<file path="config.mk">
export PLATFORM = sky130hd
export DESIGN_NAME = dmem_port_arbiter
export DESIGN_NICKNAME = d
export VERILOG_FILES = /design/src/rtl/dmem_arb_pkg.sv /design/src/rtl/dmem_arb_starve_ctr.sv /design/src/rtl/dmem_port_arbiter.sv
export SDC_FILE = /design/constraint.sdc
export NUM_CORES = 1
export LEC_CHECK = 0
export CORE_AREA = 2 2 116 118
export DETAILED_ROUTE_END_ITERATION = 8
export DIE_AREA = 0 0 118 120
export SLEW_MARGIN = 20
export SYNTH_ARGS = -nofsm -noshare
export SYNTH_HDL_FRONTEND = slang
export SYNTH_SLANG_ARGS = --single-unit
</file>
<file path="constraint.sdc">
create_clock -name Clk -period 4.74 [get_ports Clk]
set_clock_uncertainty 0.1 [all_clocks]
set_input_delay 1.185 -clock Clk [delete_from_list [all_inputs] [get_ports Clk]]
set_output_delay 1.185 -clock Clk [all_outputs]
set_load 0.02 [all_outputs]
</file>
<file path="src/rtl/dmem_arb_pkg.sv">
// Shared types, sizing defaults and the address-window helper for the data-memory port arbiter.
package dmem_arb_pkg;

   typedef enum logic {
      NORMAL    = 1'b0,
      DMA_FORCE = 1'b1
   } arb_state_t;

   localparam int unsigned ARB_DEPTH        = 512;
   localparam int unsigned ARB_DMA_MAX_WAIT = 4;

   // Word 0 is reserved; anything at or beyond depth is outside the array.
   function automatic logic in_window(input logic [63:0] addr, input int unsigned depth);
      return (addr != 64'd0) && (addr < 64'(depth));
   endfunction

endpackage

</file>
<file path="src/rtl/dmem_arb_starve_ctr.sv">
// Counts consecutive cycles a pending DMA request loses to the pipeline and forces
// one DMA cycle once the limit is reached.
//
//   state     | meaning
//   ----------+---------------------------------------------------------
//   NORMAL    | pipeline has priority; count DMA losses while requested
//   DMA_FORCE | single cycle in which the DMA wins over the pipeline
module dmem_arb_starve_ctr
   import dmem_arb_pkg::*;
#(
   parameter int unsigned DMA_MAX_WAIT = ARB_DMA_MAX_WAIT
) (
   input  logic Clk,
   input  logic Reset,
   input  logic dma_req,
   input  logic pipe_req,
   output logic dma_force
);

   localparam int unsigned CNT_W = $clog2(DMA_MAX_WAIT + 1);
   localparam logic [CNT_W-1:0] CNT_MAX = CNT_W'(DMA_MAX_WAIT);

   arb_state_t state, state_nxt;
   logic [CNT_W-1:0] wait_cnt, wait_cnt_nxt;

   always_ff @(posedge Clk or posedge Reset) begin
      if (Reset) begin
         state    <= NORMAL;
         wait_cnt <= '0;
      end else begin
         state    <= state_nxt;
         wait_cnt <= wait_cnt_nxt;
      end
   end

   // Any DMA grant or an absent request restarts the count.
   always_comb begin
      state_nxt    = NORMAL;
      wait_cnt_nxt = '0;
      dma_force    = 1'b0;
      unique case (state)
         NORMAL: begin
            if (dma_req && pipe_req) begin
               wait_cnt_nxt = (wait_cnt == CNT_MAX) ? wait_cnt : wait_cnt + CNT_W'(1);
               if (wait_cnt_nxt == CNT_MAX) state_nxt = DMA_FORCE;
            end
         end
         DMA_FORCE: begin
            dma_force = 1'b1;
         end
         default: begin
            state_nxt = NORMAL;
         end
      endcase
   end

endmodule

</file>
<file path="src/rtl/dmem_port_arbiter.sv">
// Shares the single-port data memory between the MEM stage and a DMA/debug loader,
// with pipeline priority, bounded DMA starvation and an address window check.
module dmem_port_arbiter
   import dmem_arb_pkg::*;
#(
   parameter int unsigned DATA_W       = 32,
   parameter int unsigned ADDR_W       = 32,
   parameter int unsigned DEPTH        = ARB_DEPTH,
   parameter int unsigned DMA_MAX_WAIT = ARB_DMA_MAX_WAIT
) (
   input  logic              Clk,
   input  logic              Reset,
   input  logic [ADDR_W-1:0] ALU_Result_MEM,
   input  logic [DATA_W-1:0] Write_Data_MEM,
   input  logic              MemRead_MEM,
   input  logic              MemWrite_MEM,
   output logic [DATA_W-1:0] Read_Data_MEM,
   output logic              Stall_MEM,
   input  logic              Dma_Req,
   input  logic              Dma_We,
   input  logic [ADDR_W-1:0] Dma_Addr,
   input  logic [DATA_W-1:0] Dma_Wdata,
   output logic              Dma_Gnt,
   output logic [DATA_W-1:0] Dma_Rdata,
   output logic              Dma_Rvalid,
   output logic [ADDR_W-1:0] Mem_Addr,
   output logic [DATA_W-1:0] Mem_Wdata,
   output logic              Mem_We,
   input  logic [DATA_W-1:0] Mem_Rdata,
   output logic              Addr_Err
);

   logic pipe_req, pipe_grant, dma_grant, dma_force;
   logic issue_we, in_win;
   logic [ADDR_W-1:0] issue_addr;

   assign pipe_req = MemRead_MEM | MemWrite_MEM;

   dmem_arb_starve_ctr #(
      .DMA_MAX_WAIT(DMA_MAX_WAIT)
   ) u_starve_ctr (
      .Clk      (Clk),
      .Reset    (Reset),
      .dma_req  (Dma_Req),
      .pipe_req (pipe_req),
      .dma_force(dma_force)
   );

   assign pipe_grant = pipe_req & ~dma_force;
   assign dma_grant  = dma_force | (Dma_Req & ~pipe_req);
   assign Stall_MEM  = pipe_req & ~pipe_grant;
   assign Dma_Gnt    = dma_grant;

   always_comb begin
      issue_addr = '0;
      issue_we   = 1'b0;
      Mem_Wdata  = '0;
      if (pipe_grant) begin
         issue_addr = ALU_Result_MEM;
         issue_we   = MemWrite_MEM;
         Mem_Wdata  = Write_Data_MEM;
      end else if (dma_grant) begin
         issue_addr = Dma_Addr;
         issue_we   = Dma_We;
         Mem_Wdata  = Dma_Wdata;
      end
   end

   assign in_win   = in_window(64'(issue_addr), DEPTH);
   assign Mem_Addr = issue_addr;
   assign Mem_We   = issue_we & in_win;

   // A combined read+write request is treated as a store, so it returns no data.
   assign Read_Data_MEM = (pipe_grant && MemRead_MEM && !MemWrite_MEM && in_win) ? Mem_Rdata : '0;

   always_ff @(posedge Clk or posedge Reset) begin
      if (Reset) begin
         Dma_Rdata  <= '0;
         Dma_Rvalid <= 1'b0;
         Addr_Err   <= 1'b0;
      end else begin
         Dma_Rvalid <= dma_grant & ~Dma_We;
         Addr_Err   <= (pipe_grant | dma_grant) & ~in_win;
         if (dma_grant && !Dma_We) Dma_Rdata <= in_win ? Mem_Rdata : '0;
      end
   end

endmodule
</file>
==> results of run 1 <==
-- cells in the mapped netlist (3+ instances only) --
library cell / number
o21ai_0: 34
inv_1: 38
o41ai_1: 32
nor3_1: 35
dfrtp_1: 38
clkbuf_1: 26
nor4_1: 11
nand2_1: 3
buf_1: 5
a22o_1: 63
nor2_1: 6
buf_2: 5
-- through the flow --
stage               TNS [ns]  setup WS [ns]  utilization (%)  std cells  total power [uW]
global route          -0.118        -0.0652             48.5        807              1340
floorplan                  0          0.635                -        320               607
detailed placement     -8.27         -0.301             46.7        791               973
CTS                 -0.00839       -0.00839             47.2        802              1280
global placement       -7.75         -0.280             46.7        791               964
finish                     0         0.0721             48.5        807              1270
-- timing repair --
| action | in CTS | in global routing |
|---|---|---|
| pin swaps | 3 | 1 |
| endpoints found under the setup margin | 38 | 67 |
| endpoints found under the hold margin | 0 | 0 |
| resized for setup | 135 | 65 |
| setup buffers | 4 | 3 |
| gates cloned | 0 | 2 |
-- sequential cells by signal (all words and copies together), names as in the netlist --
signal                 flops
u_starve_ctr.state         1
Addr_Err                   1
Dma_Rdata                 32
Dma_Rvalid                 1
u_starve_ctr.wait_cnt      3
-- logic make-up (layout without fill, tap and decap cells) --
kind of cell	count (synthesis)	count (layout)	synth area share [%]
buffers and inverters	76	387	11.1
adders and majority gates	2	2	0.916
xor gates and xnor gates	1	1	0.321
DFF	38	38	34.8
and+or+nand+nor	66	66	13.0
AOI/OAI and AO/OA	137	137	39.9
-- critical path, delay by kind of cell --
| kind | cells | cell delay (ns) |
|---|---|---|
| buffers and inverters | 6 | 1.21 |
| AND/OR/NAND/NOR | 3 | 0.73 |
| AO/OA/AOI/OAI | 2 | 0.25 |
-- path summary, 6_finish.rpt --
| path | from | endpoint | slack (ns) |
|---|---|---|---|
| hold / removal | Dma_Rdata[25] | Dma_Rdata[25] | 0.41 |
| min in group asynchronous | Reset | Dma_Rdata[0] | 1.24 |
| hold reg to reg | Dma_Rdata[25] | Dma_Rdata[25] | 0.41 |
| setup / recovery | Dma_Addr[9] | Read_Data_MEM[17] | 0.07 |
| setup reg to reg | u_starve_ctr.state | Dma_Rdata[13] | 2.23 |
| max in group asynchronous | Reset | Dma_Rdata[31] | 2.96 |
-- power groups by stage --
stage	logic (uW)	registers, uW	clock network [uW]
finish	600	368	304
floorplan	202	405	0
detailed placement	600	373	0
CTS	599	367	316
global placement	593	371	0
global route	634	370	334
-- layout make-up --
| cell class | count | area [um2] |
|---|---|---|
| Clock inverter | 2 | 10.0 |
| Fill cell | 1281 | 6680 |
| Clock buffer | 5 | 125 |
| Sequential cell | 38 | 951 |
| Inverter | 38 | 143 |
| Tap cell | 176 | 220 |
| Multi-Input combinational cell | 206 | 1520 |
| Timing Repair Buffer | 342 | 3320 |
-- metal layers --
layer | part of all wire (%) | wire (um) | up-vias | track usage [%]
li1 | - | - | 1864 | -
met1 | 39 | 6030 | 1862 | 23.4
met2 | 49 | 7600 | 188 | 35.1
met3 | 10 | 1600 | 20 | 7.84
met4 | 1.8 | 276 | 2 | 5.20
met5 | 0.084 | 13 | - | 0
==> impl_metrics.ini, run 1 <==
[status]
status = finished clean

[pwr]
p_sw_share_pct = 32.1
cellLeakagePower_uw = 0.00322
p_comb_share_pct = 47.2
power_switching_uw = 408
power.internal_uw = 863
power_frac_seq_pct = 28.9
clkPwrFrac_pct = 23.9
vdd_drop_max_uv = 107
power_density_nw_per_um2 = 202

[die]
core_area_um2 = 13000
io_pins = 299
initial_core_util_pct = 21.1
die_x_um = 118
die_y_um = 120
num_rows = 42
dieArea_um2 = 14200

[grt]
grtUsageTotal_pct = 20.3
grt_pass1_wl_mm = 22.4
antenna_found_initial = 1
grt_max_degree = 66
grt.overflow.total = 0
grt_pass1_vias = 3925

[timing]
setup_violations = 0
maxSlewHeadroom_pct = 60.4
drv_slew = 0
min_period_ns = 4.67
hold_viol_final = 0
fmax_mhz = 214
whs_ns = 0.411
tightest_slew_ns = 0.595
post-route-period-util_pct = 98.5

[worst_setup_path]
worstSetupPathType = primary input to output port
r2r_cells = 11
worstPathArrival_ns = 3.38
end_kind = output port
cp_max_fo = 6
slowest_delay_ns = 0.45
path_cells = clkdlybuf4s50_1 > nor4_1 > nand2_1 > o21ai_1 > buf_4 > o211ai_4 > buf_6 > buf_6 > clkbuf_16 > nor3_1 > buf_2
path_common_cell = buf_6
cp_slowest_cell = clkdlybuf4s50_1
required_ns = 3.45
critPathLaunchType = primary input

[synthesis]
ys_ff_latch = 38
synth_area_um2 = 2730
synth_edf_count = 0
synth-main-ff-cell = dfrtp_1
yosys.area.top_type = dfrtp_1
synthTopCellsByArea = dfrtp_1, a22o_1, o41ai_1, nor3_1, o21ai_0
syn_avg_cell_area_um2 = 8.54
synthArstFlopShare_pct = 100
synth-seq-area-share_pct = 34.8
yosys.area.top_type_share_pct = 34.8
syn_nets = 488
synth_cell_type_count = 31
yosysWarnings = 0
syn_inst = 320

[route]
via_per_inst = 4.88
antenna_left = 0
drc = 0
firstDrtPassIters = 5
via_count = 3936
wl_per_cell_um = 19.2
drt_iter0_markers = 215
routed_wirelength_mm = 15.5

[final_layout]
syn_to_final_growth_pct = 130
drive_above_1_share_pct = 15.4
final_nets = 799
antenna_cells = 0
finalInstanceArea_um2 = 6300
layout_commonest_cell = clkdlybuf4s50_1
final_cell_mix = clkdlybuf4s50_1, a22o_1, dlymetal6s2s_1, buf_4, dfrtp_1

[job]
cap_violations = 0

[cts]
root_buffer = clkbuf_16
ctsHoldBuffers = 0
cts_tree = done
insertion_delay_ns = 0.27
cts_max_path_buffers = 2
h-tree-depth = 2
clk_pin_slew_worst_paths_ns = 0.05
cts_sinks = 38
cts-buffers-inserted = 5

[worst_hold_path]
min_path_cells = 2
hold_class = flop to flop

[placed_design]
dpl_cell_area_um2 = 6060
port-buffer-count = 298
gp_congestion = 0.934
post-dp-hpwl_mm = 12.7
(Power assumes the default switching activity.)
==> run 2, diff against run 1 <==
SKIP_CTS_REPAIR_TIMING = 1   (was default)
==> run 2 against run 1 <==
Effect of this change:
- clock power barely moved
- sequential share of layout area fell by 0.46 points
- count of clock-buffer cells in the layout did not move
- sequential power barely moved
- combinational power barely moved
- highest routed layer is now met4
- register-to-register slack improved by 0.09 ns
- die area did not move
- utilization rose by 1.5 points
- sequential cell count did not move
- critical endpoint is now Read_Data_MEM[11]
- first-iteration DRC count rose by 21%
- non-clock buffer count fell by 4
==> impl_metrics.ini, run 2 (same netlist as run 1, synthesis figures left out) <==
[worst_setup_path]
cp_max_fo = 6
required_ns = 3.45
worstPathArrival_ns = 3.38
r2r_cells = 10
end_kind = output port
worstSetupPathType = primary input to output port
critPathLaunchType = primary input

[route]
via_count = 3936
drt_iter0_markers = 261
drc = 0
firstDrtPassIters = 5
antenna_left = 0
wl_per_cell_um = 19.3
routed_wirelength_mm = 15.5
via_per_inst = 4.90

[timing]
maxSlewHeadroom_pct = 61.6
min_period_ns = 4.67
setup_tns_ns = 0
setup_violations = 0
fin_ws_ns = 0.0705
hold_viol_final = 0
fmax_mhz = 214
drv_slew = 0
tightest_slew_ns = 0.576
whs_ns = 0.411
post-route-period-util_pct = 98.5

[grt]
grt_pass1_wl_mm = 22.1
grt_max_degree = 66
antenna_found_initial = 1
grtUsageTotal_pct = 20.0
grt.overflow.total = 0
grt_pass1_vias = 3855

[final_layout]
drive_above_1_share_pct = 10.7
fill_cells = 1234
final_cell_mix = clkdlybuf4s50_1, dlymetal6s2s_1, a22o_1, buf_4, dfrtp_1
largestRegisters = Dma_Rdata (32), u_starve_ctr.wait_cnt (3)
finalNonFillerCells = 804
layout_commonest_cell = clkdlybuf4s50_1
final_nets = 795
syn_to_final_growth_pct = 138
multi_input_area_um2 = 1520
regArea_um2 = 951
largest_reg_flops = 32
top_register = Dma_Rdata

[pwr]
cellLeakagePower_uw = 0.00374
power_density_nw_per_um2 = 196
vdd_drop_max_uv = 106

[placed_design]
gp_congestion = 0.934
port-buffer-count = 298
pre_cts_ws_ns = -0.301
post-dp-hpwl_mm = 12.7
dp.cells = 791

[cts]
cts_sinks = 38
insertion_delay_ns = 0.27
clk_pin_slew_worst_paths_ns = 0.05
cts-buffers-inserted = 5
cts_max_path_buffers = 2
h-tree-depth = 2
root_buffer = clkbuf_16
cts_tree = done

[worst_hold_path]
min_path_cells = 2
hold_class = flop to flop

[die]
num_rows = 42
die_y_um = 120
io_pins = 299
die_x_um = 118
initial_core_util_pct = 21.1
dieArea_um2 = 14200
core_area_um2 = 13000

[job]
cap_violations = 0

[status]
status = finished clean
-- run 2: area by class of cell --
type | instances | share of cell area (%)
Tap cell | 176 | 3.39
Clock inverter | 2 | 0.154
Clock buffer | 5 | 1.93
Timing Repair Buffer | 338 | 54.2
Antenna cell | 1 | 0.0385
Multi-Input combinational cell | 206 | 23.5
Inverter | 38 | 2.20
Sequential cell | 38 | 14.6
-- run 2: worst max-delay path, stage by stage --
cell and delay [ns]:
clkdlybuf4s50_1 0.49, o21ba_2 0.26, a221o_1 0.32, nand3b_1 0.21, o211ai_4 0.29, buf_12 0.15
buf_6 0.09, clkbuf_16 0.13, nor3_1 0.04, dlymetal6s2s_1 0.21
-- run 2: power by group --
part,switching (uW),internal [uW]
registers,14.2,353
logic,279,322
clock network,114,189
-- run 2: per-layer routing --
metal	vias up	GRT usage, %	share of wire [%]
li1	1859	-	-
met1	1869	23.8	40
met2	190	34.7	49
met3	18	6.46	9.1
met4	0	5.27	1.8
met5	-	0	0
-- run 2: final timing paths --
kind	slack [ns]	startpoint	to
worst min register to register	0.41	Dma_Rdata[17]	Dma_Rdata[17]
max in group asynchronous	2.95	Reset	Dma_Rdata[31]
min in group asynchronous	1.24	Reset	Dma_Rdata[5]
worst min-delay path	0.41	Dma_Rdata[17]	Dma_Rdata[17]
worst max register to register	2.32	u_starve_ctr.state	Dma_Rdata[20]
worst max-delay path	0.07	MemRead_MEM	Read_Data_MEM[11]
-- run 2: metrics by stage --
stage / cell area (um2) / power (uW) / utilization [%]
after floorplan: 2730 / 607 / -
after global placement: 6060 / 964 / 46.7
after detailed placement: 6060 / 973 / 46.7
after CTS: 6190 / 1280 / 47.7
after global routing: 6490 / 1340 / 50.0
final: 6500 / 1270 / 50.0
